[config.mk]
export PLATFORM = sky130hd
export DESIGN_NAME = memory_dumper
export DESIGN_NICKNAME = d
export VERILOG_FILES = /design/src/rtl/memory_dumper.sv
export SDC_FILE = /design/constraint.sdc
export NUM_CORES = 1
export LEC_CHECK = 0
export ABC_AREA = 1
export ABC_CLOCK_PERIOD_IN_PS = 3200
export CORE_UTILIZATION = 35
export DETAILED_ROUTE_END_ITERATION = 8
export PLACE_DENSITY_LB_ADDON = 0.12
export SLEW_MARGIN = 40
export SYNTH_ARGS = -nofsm -noshare
export SYNTH_HDL_FRONTEND = slang
export SYNTH_SLANG_ARGS = --single-unit
[constraint.sdc]
create_clock -name clock -period 3.2 [get_ports clock]
set_input_delay 0.48 -clock clock [delete_from_list [all_inputs] [get_ports clock]]
set_output_delay 0.48 -clock clock [all_outputs]
set_load 0.02 [all_outputs]
[src/rtl/memory_dumper.sv]
// Post-execution RAM window dumper.
// Reads one word at a time and streams it out on valid/ready.
module memory_dumper #(
  parameter int ADDR_WIDTH  = 16,
  parameter int DATA_WIDTH  = 16,
  parameter int COUNT_WIDTH = 16
) (
  input  logic                   clock,
  input  logic                   reset,
  input  logic                   start,
  input  logic [ADDR_WIDTH-1:0]  base_addr,
  input  logic [COUNT_WIDTH-1:0] word_count,
  output logic                   mem_read,
  output logic [ADDR_WIDTH-1:0]  mem_addr,
  input  logic [DATA_WIDTH-1:0]  mem_read_data,
  output logic                   out_valid,
  input  logic                   out_ready,
  output logic [ADDR_WIDTH-1:0]  out_addr,
  output logic [DATA_WIDTH-1:0]  out_data,
  output logic                   busy,
  output logic                   done
);

  typedef enum logic [2:0] {
    S_IDLE,
    S_ISSUE,
    S_CAPTURE,
    S_PRESENT,
    S_DONE
  } state_e;

  state_e                 state_q, state_d;
  logic [ADDR_WIDTH-1:0]  cur_addr_q, cur_addr_d;
  logic [COUNT_WIDTH-1:0] remaining_q, remaining_d;
  logic                   mem_read_q, mem_read_d;
  logic [ADDR_WIDTH-1:0]  mem_addr_q, mem_addr_d;
  logic                   out_valid_q, out_valid_d;
  logic [ADDR_WIDTH-1:0]  out_addr_q, out_addr_d;
  logic [DATA_WIDTH-1:0]  out_data_q, out_data_d;
  logic                   done_q, done_d;
  logic                   accept;

  assign accept = out_valid_q & out_ready;

  // Next-state and datapath; outputs decoded from the next state
  always_comb begin
    state_d     = state_q;
    cur_addr_d  = cur_addr_q;
    remaining_d = remaining_q;
    out_addr_d  = out_addr_q;
    out_data_d  = out_data_q;
    unique case (state_q)
      S_IDLE: begin
        if (start) begin
          if (word_count != '0) begin
            state_d     = S_ISSUE;
            cur_addr_d  = base_addr;
            remaining_d = word_count;
          end else begin
            state_d = S_DONE;
          end
        end
      end
      S_ISSUE: begin
        state_d = S_CAPTURE;
      end
      S_CAPTURE: begin
        out_data_d = mem_read_data;
        out_addr_d = cur_addr_q;
        state_d    = S_PRESENT;
      end
      S_PRESENT: begin
        if (accept) begin
          if (remaining_q == COUNT_WIDTH'(1)) begin
            state_d = S_DONE;
          end else begin
            state_d     = S_ISSUE;
            remaining_d = remaining_q - COUNT_WIDTH'(1);
            cur_addr_d  = cur_addr_q + ADDR_WIDTH'(1);
          end
        end
      end
      S_DONE: begin
        state_d = S_IDLE;
      end
      default: begin
        state_d = S_IDLE;
      end
    endcase
    mem_read_d  = (state_d == S_ISSUE);
    mem_addr_d  = (state_d == S_ISSUE) ? cur_addr_d : mem_addr_q;
    out_valid_d = (state_d == S_PRESENT);
    done_d      = (state_d == S_DONE);
  end

  // State and registered outputs; reset aborts any dump in flight
  always_ff @(posedge clock or negedge reset) begin
    if (!reset) begin
      state_q     <= S_IDLE;
      cur_addr_q  <= '0;
      remaining_q <= '0;
      mem_read_q  <= 1'b0;
      mem_addr_q  <= '0;
      out_valid_q <= 1'b0;
      out_addr_q  <= '0;
      out_data_q  <= '0;
      done_q      <= 1'b0;
    end else begin
      state_q     <= state_d;
      cur_addr_q  <= cur_addr_d;
      remaining_q <= remaining_d;
      mem_read_q  <= mem_read_d;
      mem_addr_q  <= mem_addr_d;
      out_valid_q <= out_valid_d;
      out_addr_q  <= out_addr_d;
      out_data_q  <= out_data_d;
      done_q      <= done_d;
    end
  end

  assign mem_read  = mem_read_q;
  assign mem_addr  = mem_addr_q;
  assign out_valid = out_valid_q;
  assign out_addr  = out_addr_q;
  assign out_data  = out_data_q;
  assign done      = done_q;
  assign busy      = (state_q != S_IDLE);

endmodule

---- Word level (Yosys, flattened, before mapping) ----
Index checks and enable logic that the tools add are counted.
operators by class
  $add $sub $neg .......................... 2
  equal/unequal tests ..................... 11
  multiplexer cells ....................... 15
  bitwise operators ....................... 1
  reduce and logical (&&, ||, !) cells .... 5
operators by type and width
  kind                                                 count
  two-way mux 16 bit                                   8
  one-hot mux 16 bit (2 select lines)                  2
  adder 16 x 1 -> 16 bit (second input constant)       1
  == test 16 x 1 -> 1 bit (second input constant)      1
  nonzero test 16 bit                                  1
  subtractor 16 x 1 -> 16 bit (second input constant)  1
  two-way mux 3 bit                                    4
  one-hot mux 3 bit (4 select lines)                   1
  == test 3 x 2 -> 1 bit (second input constant)       3
  != test 2 bit (second input constant)                4
  == test 3 x 1 -> 1 bit (second input constant)       2
  AND reduction 5 bit                                  1
  == test 3 bit (second input constant)                1
  logical NOT 3 bit                                    1
  nonzero test 3 bit                                   1
  nonzero test 2 bit                                   1
  bitwise AND 1 bit                                    1
word-level totals
  flip-flop bits (word level) ............. 86
  input bits .............................. 52
  output and inout bits ................... 52
  word-level logic and storage cells ...... 43

---- Depth between registers and ports, before layout ----
  depth in word-level cells ............... 5
  depth in mapped cells ................... 14
  gate-level depth less buffers ........... 14

---- Worst setup path before layout ----
OpenSTA, ideal clock, no wires.
  kind .................................... register -> register
  from .................................... register remaining_q[1]
  to ...................................... register remaining_q[5]
  setup time .............................. 0.120 ns
  arrival time ............................ 1.499 ns
  required time ........................... 3.080 ns
  setup slack ............................. 1.580 ns
  stages on the path, launching flop included .. 15
  path buffers ............................ 1
  period minus slack after synthesis ...... 1.620 ns
  cells stage by stage .................... dfrtp_1 inv_1 ha_1 inv_1 nor2_1 nand2_1 nor2_2 nand2_4 nand2_4 nand2_4 nand2_8 inv_4 buf_6 o21ai_2 o21ai_2
between the ends
  word-level cells in the longest chain between the ends .. 4
  elaborated cells on any way between the ends .. 7
  those cells by class .................... add/sub: 1; eq/ne: 2; mux: 3; reduce/logical: 1
RTL lines
  item                                 RTL line  text
  start: declaration                   34        logic [COUNT_WIDTH-1:0] remaining_q, remaining_d;
  start signal: assignment             111       remaining_q <= remaining_d;
  subtractor 16 x 1 -> 16 bit          78        remaining_d = remaining_q - COUNT_WIDTH'(1);
  two-way mux 16 bit                   74        if (remaining_q == COUNT_WIDTH'(1)) begin
  two-way mux 16 bit                   73        if (accept) begin
  one-hot mux 16 bit (2 select lines)  52        unique case (state_q)
Parallel ways exist; a longest one is shown, timed or not. The select of a mux whose other input is x is not followed.
A chain may end at the register's enable or synchronous reset.

---- Worst setup path after layout ----
  from .................................... register state_q[1]
  to ...................................... register remaining_q[8]
between the ends
  word-level cells in the longest chain between the ends .. 3
  elaborated cells on any way between the ends .. 9
  those cells by class .................... eq/ne: 5; mux: 1; reduce/logical: 3
RTL lines
  item                                                                  RTL line  text
  start: declaration                                                    32        state_e state_q, state_d;
  start signal: assignment                                              109       state_q <= state_d;
  == test 3 x 2 -> 1 bit or logical NOT 3 bit (tied branches)           52
  != test 2 bit (no source line) or nonzero test 2 bit (tied branches)  n/a
  AND reduction 5 bit (no source line)                                  n/a
Parallel ways exist; a longest one is shown, timed or not.

==> metrics.cfg <==
[outcome]
outcome=finished clean

[worst_setup_path]
slowest_stage=nand2_1
cp_max_fo=34
start_kind=register
path_buf_inv=3
cp.arrival_ps=2540
worst_path_most_repeated_cell=inv_1
cp-end-kind=register
cp.required_ps=3470
worstSetupPathType=register to register
cpPeakStageDelay_ps=480
critPathTopFamily=simple AND/OR/NAND/NOR gates
path_cells=inv_1 > nor2_2 > nand2_1 > inv_1 > nand2_4 > nand2_8 > inv_4 > o21ai_0 > o21ai_1

[drt]
wirelength_mm=11.6
drt-pass1-iter-count=4
vias=4054
top_layer_used=met4
drc_errors=0
wl_met2_mm=5.38
ant_nets=0
drtIter0Drc=223
post_drt_wl_per_cell_um=13.6
wl_met1_mm=5.25
viasPerCell=4.78
wl_met3_um=668

[place]
place_hpwl_mm=8.45
placed_cell_area_um2=5750
gp_congestion=0.875
portBuffers=103

[sta]
setup_viol=0
finalCritPeriodShare=0.712
clock.fmax_ghz=0.439
worst_slew_pin_slew_ps=666
fin_worst_skew_ps=13.3
timing.slew.headroom=0.556
period_minus_slack_ps=2280
hold_viol_final=0
drv_slew=0
final.setup.tns_ps=0
rsz0062_at_grt=no

[clock_tree]
cts_tree=done
cts_buffer_depth=2
clkLatencyLatePin_ps=340
cts.clk_slew.worst_paths_ps=70
cts_setup_buffers=0
hold_buffers=0
ctsResizeCount=0
clock_tree.root_cell=clkbuf_16
htree_levels=3
cts_made_buffers=9
cts_sinks=86

[job]
maxCapViolations=0

[floorplan]
io_pins=104
die_area_um2=13600
start_util=0.362
core_um2=12700
dieWidth_um=117
row_count=41
die_h_um=117

[cells_and_area]
fillers=1302
drive_gt1_frac=0.112
final_core_util=0.473
final_cell_area_um2=6020
mostFrequentLayoutCells=165 x nand2_1, 102 x clkdlybuf4s50_1, 86 x dfrtp_1, 68 x nand3_1, 58 x inv_1
area_growth_pct=30.7
layout_commonest_cell=nand2_1
nets=727
antenna_cells=0

[logic_synthesis]
post_synth_inst_count=575
mappedNetlistNets=630
seq_area_frac_synth=0.467
postSynthAreaPerCell_um2=8.01
netlist_area_um2=4600
synth.distinct_cells=32
yosysWarnings=0
ys_ff_latch=86

[power_and_ir_drop]
ir_worst_vdd_uv=364
p_total_mw=5.83
power-per-cell-area_nw_per_um2=970
leakage_nw=2.82

[grt]
antenna_found_initial=0
overflow=0
grt_pass1_wl_mm=18.9
grt_usage=0.182
first_global_vias=3888
grt_max_degree=54

[worst_hold_path]
hp-class=input port to asynchronous set/reset pin

[registers in the layout, summed over array words and instances (netlist names), 3 cells and up]
| name | cells |
|---|---|
| out_addr | 16 |
| state_q | 3 |
| cur_addr_q | 16 |
| mem_addr | 16 |
| out_data | 16 |
| remaining_q | 16 |
[metal layers]
metal / up-vias / track usage
li1: 2058 / -
met4: 0 / 0.0869
met3: 20 / 0.0332
met5: - / 0
met1: 1862 / 0.230
met2: 114 / 0.300
[final timing paths]
kind                                              start                         end  slack (ps)  cells past startpoint
min in group clock              out_addr[7]$_DFFE_PN0N_     out_addr[7]$_DFFE_PN0N_         480                      2
worst max-delay path               state_q[1]$_DFF_PN0_  remaining_q[8]$_DFFE_PN0P_         920                      9
worst min-delay path                              reset    out_data[12]$_DFFE_PN0N_         180                      1
worst min register to register  out_addr[7]$_DFFE_PN0N_     out_addr[7]$_DFFE_PN0N_         480                      2
worst max register to register     state_q[1]$_DFF_PN0_  remaining_q[8]$_DFFE_PN0P_         920                      9
max in group asynchronous                         reset    cur_addr_q[15]$_DFF_PN0_        2310                      2
[area by class of cell]
cell class	count	area (um2)	share of cell area
Sequential cell	86	2150	0.358
Multi-Input combinational cell	405	2070	0.344
Timing Repair Buffer	111	1090	0.181
Clock buffer	10	229	0.0381
Inverter	59	224	0.0372
Tap cell	172	215	0.0358
Clock inverter	6	38.8	0.00645
[where the power goes]
| part | internal, mW | switching (mW) | total (mW) | leakage, nW |
|---|---|---|---|---|
| Combinational | 1.19 | 1.79 | 2.98 | 1.61 |
| Clock | 0.523 | 0.429 | 0.952 | 0.128 |
| Sequential | 1.56 | 0.336 | 1.90 | 1.08 |
| Total | 3.27 | 2.56 | 5.83 | 2.82 |
[cells in the mapped netlist (all sizes together)]
master / instances / share of area
a31oi: 1 / 0.0014
nand4: 13 / 0.018
inv: 59 / 0.049
nor4: 2 / 0.0027
clkbuf: 5 / 0.0041
ha: 3 / 0.0082
o21ai: 44 / 0.059
xor2: 6 / 0.011
nor2: 58 / 0.053
o32ai: 2 / 0.0038
mux2: 16 / 0.039
nand3: 68 / 0.074
o211ai: 2 / 0.0033
a21oi: 6 / 0.0065
dfrtp: 86 / 0.47
buf: 20 / 0.031
xnor2: 1 / 0.0019
nor3: 4 / 0.0043
o31ai: 1 / 0.0016
nand2: 177 / 0.16
nor3b: 1 / 0.0016
[cell families (layout without fill, tap and decap cells)]
logic type               after synthesis  count (layout)  synth area share
XOR/XNOR                               7               7            0.0133
flip-flops                            86              86             0.467
AO/OA/AOI/OAI                         56              56            0.0758
buffers and inverters                 84             186            0.0840
AND/OR/NAND/NOR                      323             323             0.312
adder cells (fa/ha/maj)                3               3           0.00815
multiplexers                          16              16            0.0391
[through the flow]
stage               hold WS, ps  std cells  setup WS [ps]
CTS                         197        849            912
finish                      177        849            923
floorplan                   184        575           1580
global placement            466        833            740
detailed placement          472        833            698
global route                234        849            671
Power figures use the tool's default switching activity.
